`config.mk`:
```
export PLATFORM = sky130hd
export DESIGN_NAME = operand_stage
export DESIGN_NICKNAME = d
export VERILOG_FILES = /design/src/rtl/operand_stage.sv
export SDC_FILE = /design/constraint.sdc
export NUM_CORES = 2
export LEC_CHECK = 0
export CAP_MARGIN = 20
export CORE_ASPECT_RATIO = 1.1
export CORE_MARGIN = 1.5
export CORE_UTILIZATION = 55
export CTS_BUF_LIST = sky130_fd_sc_hd__clkbuf_8
export DETAILED_ROUTE_END_ITERATION = 16
export PLACE_DENSITY = 0.72
export SLEW_MARGIN = 20
export SYNTH_ARGS = -nofsm -noshare
export SYNTH_HDL_FRONTEND = slang
export SYNTH_SLANG_ARGS = --single-unit
```
`constraint.sdc`:
```
create_clock -name clk -period 63.1 [get_ports clk]
set_clock_uncertainty 0.05 [all_clocks]
set_input_delay 6.31 -clock clk [delete_from_list [all_inputs] [get_ports clk]]
set_output_delay 6.31 -clock clk [all_outputs]
set_load 0.03 [all_outputs]
```
`src/rtl/operand_stage.sv`:
```
// Decode-to-execute operand stage: register file with write-back bypass, immediate
// extension and operand-B select, feeding an ID/EX latch with stall and flush.
module operand_stage #(
    parameter int DATA_W = 32,
    parameter int ADDR_W = 5
) (
    input  logic              clk,
    input  logic              reset,
    input  logic              stall,
    input  logic              flush,
    input  logic              valid_in,
    input  logic [ADDR_W-1:0] rs,
    input  logic [ADDR_W-1:0] rt,
    input  logic [15:0]       imm,
    input  logic              signext,
    input  logic              alusrc,
    input  logic [2:0]        alucontrol_in,
    input  logic              we,
    input  logic [ADDR_W-1:0] wa,
    input  logic [DATA_W-1:0] wd,
    output logic [DATA_W-1:0] x,
    output logic [DATA_W-1:0] y,
    output logic [2:0]        alucontrol,
    output logic [DATA_W-1:0] rt_data,
    output logic              valid_out
);

    localparam int DEPTH = 2 ** ADDR_W;

    logic [DATA_W-1:0] regs [DEPTH];
    logic              wr_en;
    logic [DATA_W-1:0] rs_val;
    logic [DATA_W-1:0] rt_val;
    logic [DATA_W-1:0] imm_ext;
    logic [DATA_W-1:0] op_b;

    assign wr_en = we && (wa != '0);

    // NOTE: every entry is cleared on reset so no X can ever reach the ALU operands.
    always_ff @(posedge clk or posedge reset) begin
        if (reset) begin
            for (int i = 0; i < DEPTH; i++) begin
                regs[i] <= '0;
            end
        end else if (wr_en) begin
            regs[wa] <= wd;
        end
    end

    // Same-cycle write-back is forwarded so the instruction in decode sees it.
    always_comb begin
        rs_val = regs[rs];
        if (rs == '0) begin
            rs_val = '0;
        end else if (wr_en && (wa == rs)) begin
            rs_val = wd;
        end
    end

    always_comb begin
        rt_val = regs[rt];
        if (rt == '0) begin
            rt_val = '0;
        end else if (wr_en && (wa == rt)) begin
            rt_val = wd;
        end
    end

    assign imm_ext = signext ? {{(DATA_W-16){imm[15]}}, imm} : {{(DATA_W-16){1'b0}}, imm};
    assign op_b    = alusrc ? imm_ext : rt_val;

    // NOTE: flush is tested before stall so a bubble can be inserted into a held slot.
    always_ff @(posedge clk or posedge reset) begin
        if (reset) begin
            x          <= '0;
            y          <= '0;
            rt_data    <= '0;
            alucontrol <= '0;
            valid_out  <= 1'b0;
        end else if (flush) begin
            x          <= '0;
            y          <= '0;
            rt_data    <= '0;
            alucontrol <= '0;
            valid_out  <= 1'b0;
        end else if (!stall) begin
            x          <= rs_val;
            y          <= op_b;
            rt_data    <= rt_val;
            alucontrol <= alucontrol_in;
            valid_out  <= valid_in;
        end
    end

endmodule
```
==> out/qor.csv <==
stage,metric,value,unit
placement,port_buffers,173,
clock_network,cts_made_buffers,181,
critical_path,startpoint_type,input port,
die,rows,125,
critical_path,crit_arrival,11.04,ns
logic_synthesis,synth_top_area_share,0.480,
sta,tns,0,ns
critical_path,r2r_cells,5,
sta,hold_viol_final,0,
sta,final.min_clock_period,10.38,ns
critical_path,required,63.76,ns
placement,place.gp.congestion,0.847,
logic_synthesis,synth-edff-count,0,
routing,routed_via_density,7.16,
die,dieHeight,345,µm
sta,relSlewSlack,0.193,
die,dieArea,0.108,mm²
critical_path,r2r_slack,60.50,ns
sta,fin_crit_sh,0.164,
die,start_util,0.555,
logic_synthesis,synth_top_area_cell,dfrtp_1,
routing,num_vias,39800,
power_and_ir_drop,power,0.00200,W
power_and_ir_drop,cellPowerDensity,30.9,mW/mm²
critical_path,crit_fanout,47,
global_routing,grt_pass1_wl,279000,µm
routing,first_pass_iters,6,
global_routing,first_global_vias,40500,
logic_synthesis,ys_types,71,
clock_network,postCtsSetupRepairBufs,0,
routing,route.detailed.drc,0,
routing,routed_wl,190000,µm
logic_synthesis,netlist_top_cells_count,"dfrtp_1, mux2_2, mux4_2",
critical_path,critPathLaunch,rt[0],
critical_path,critical_path_class,input port to flop,
global_routing,grtUsageTotal,0.353,
logic_synthesis,synth-seq-area-share,0.480,
run_status,outcome,"finished, final reports clean",
final_layout,areaGrowthSynthToFinish,10.8,%
die,die_x,314,µm
routing,wl_per_cell,34.3,µm
logic_synthesis,synth_area,0.0586,mm²
min_path,hold_path_class,flop to flop,
logic_synthesis,ys_seq_elements,1124,
final_layout,nets,4091,
clock_network,clkTransAtPathRegs,0.06,ns
die,num_io_pins,174,
sta,max_slew.worst_pin.slew,1.21,ns
logic_synthesis,postSynthCellCount,3996,
routing,drt_iter0_markers,4969,
logic_synthesis,synth_area_per_cell,14.7,µm²
clock_network,cts-resized-gates,0,
placement,post-place-ws,51.88,ns
logic_synthesis,async_flop_share,1.00,
critical_path,r2r-start,regs[617],
logic_synthesis,synth-main-ff-cell,dfrtp_1,
critical_path,timing.rr.end,y[9],
sta,finalWorstSetupSlack,52.72,ns
clock_network,cts_buffer_depth,3,
final_layout,utilization,0.615,
global_routing,antenna_found_initial,11,
placement,dpl.hpwl,111000,µm
logic_synthesis,synth_area_leaders,"dfrtp_1, mux2_2, mux4_2",
critical_path,crit_path_end,y[9],
sta,finalSetupViolCount,0,
sta,drv_slew,0,
flow_run,drv_cap,0,
clock_network,clockRootBuffer,clkbuf_8,
clock_network,cts_hold_buf,0,
critical_path,endpoint_kind,flop,
sta,rsz0062_at_grt,false,
final_layout,drive_gt1_frac,0.465,
global_routing,grt_max_degree,133,
sta,fmax,0.0964,GHz
sta,holdWs,0.351,ns
power_and_ir_drop,irDropWorstVdd,20.4,µV
die,coreArea,0.106,mm²
power_and_ir_drop,leakage,28.3,nW
clock_network,clock_latency,0.86,ns
logic_synthesis,yosys_warnings,0,
global_routing,grt-ovfl-total,0,
clock_network,htree_levels,4,
logic_synthesis,syn_nets,4070,
clock_network,cts_sinks,1124,
clock_network,cts_tree,done,
logic_synthesis,synth.most_common_cell,dfrtp_1,
routing,ant_nets,0,
per-stage QoR:
stage          instances  cell area (µm²)
2_1_floorplan       3996            58600
3_3_place_gp        5228            61200
3_5_place_dp        5230            61200
4_1_cts             5549            64900
5_1_grt             5551            64900
6_report            5556            64900
critical path: stages:
cell and delay [ns]:
buf_8 0.37, buf_4 0.76, buf_4 0.88, buf_4 0.81, mux4_2 0.60, a22oi_1 0.15
nand4_1 0.14, a32oi_1 0.76, o21ai_1 0.12
power breakdown:
group	internal [W]	leakage [nW]	switching (W)
registers	0.000851	14.5	0.000101
clock network	0.000346	2.12	0.000301
logic	0.000236	11.7	0.000168
logic make-up (layout without fill, tap and decap cells):
group / Yosys count / after routing / synth area share
AND/OR/NAND/NOR: 283 / 283 / 0.0240
flip-flops: 1124 / 1124 / 0.480
other: 0 / 6 / 0
multiplexers: 1663 / 1663 / 0.400
AO/OA/AOI/OAI: 457 / 457 / 0.0602
XOR/XNOR: 10 / 10 / 0.00150
buffers and inverters: 459 / 616 / 0.0344
metal layers:
metal | global-route usage | wire [µm] | vias up
li1 | - | - | 15600
met1 | 0.483 | 74300 | 21300
met2 | 0.531 | 86900 | 2322
met3 | 0.0919 | 19600 | 566
met4 | 0.162 | 9560 | 12
met5 | 0 | 74 | -
how the worst min path moves through the flow:
stage	slack [ns]	from	cells after the start	to
6_report	0.35	regs[1001]	0	regs[1001]
5_1_grt	0.36	regs[1016]	0	regs[1016]
4_1_cts	0.35	regs[1014]	0	regs[1014]
3_5_place_dp	0.34	regs[1014]	0	regs[1014]
3_3_place_gp	0.33	regs[1005]	0	regs[1005]
2_1_floorplan	0.39	regs[1002]	1	regs[1002]
cell type report:
type / count / area [µm²]
clock inverters: 86 / 492
diodes: 6 / 15.0
multi-input cells: 2413 / 28600
well taps: 1397 / 1750
inverters: 3 / 18.8
flip-flops and latches: 1124 / 28100
clock buffers: 233 / 3210
repair buffers: 294 / 2640
fillers: 7954 / 40700
layout by cell type (no fill, tap or decap), types with 16 or more instances in the layout:
cell	n
nand4_1	18
a22o_1	36
mux4_2	423
o22ai_1	41
o21ai_1	26
o221ai_1	21
mux2_2	1035
nor2_1	16
o2111ai_1	17
clkinv_2	19
nand2_1	98
o21ai_0	21
clkbuf_8	235
inv_1	57
dfrtp_1	1124
nand3_1	50
a211oi_1	30
a221oi_1	24
o22a_1	22
a32oi_1	16
clkdlybuf4s50_1	150
a22oi_1	123
buf_4	120
mux2i_1	185
state kept, by name, summed over array words and instances, names as in the netlist:
name        flops
x              32
y              32
alucontrol      3
rt_data        32
regs         1024
valid_out       1
No activity file was read; power rests on OpenSTA's default activity.
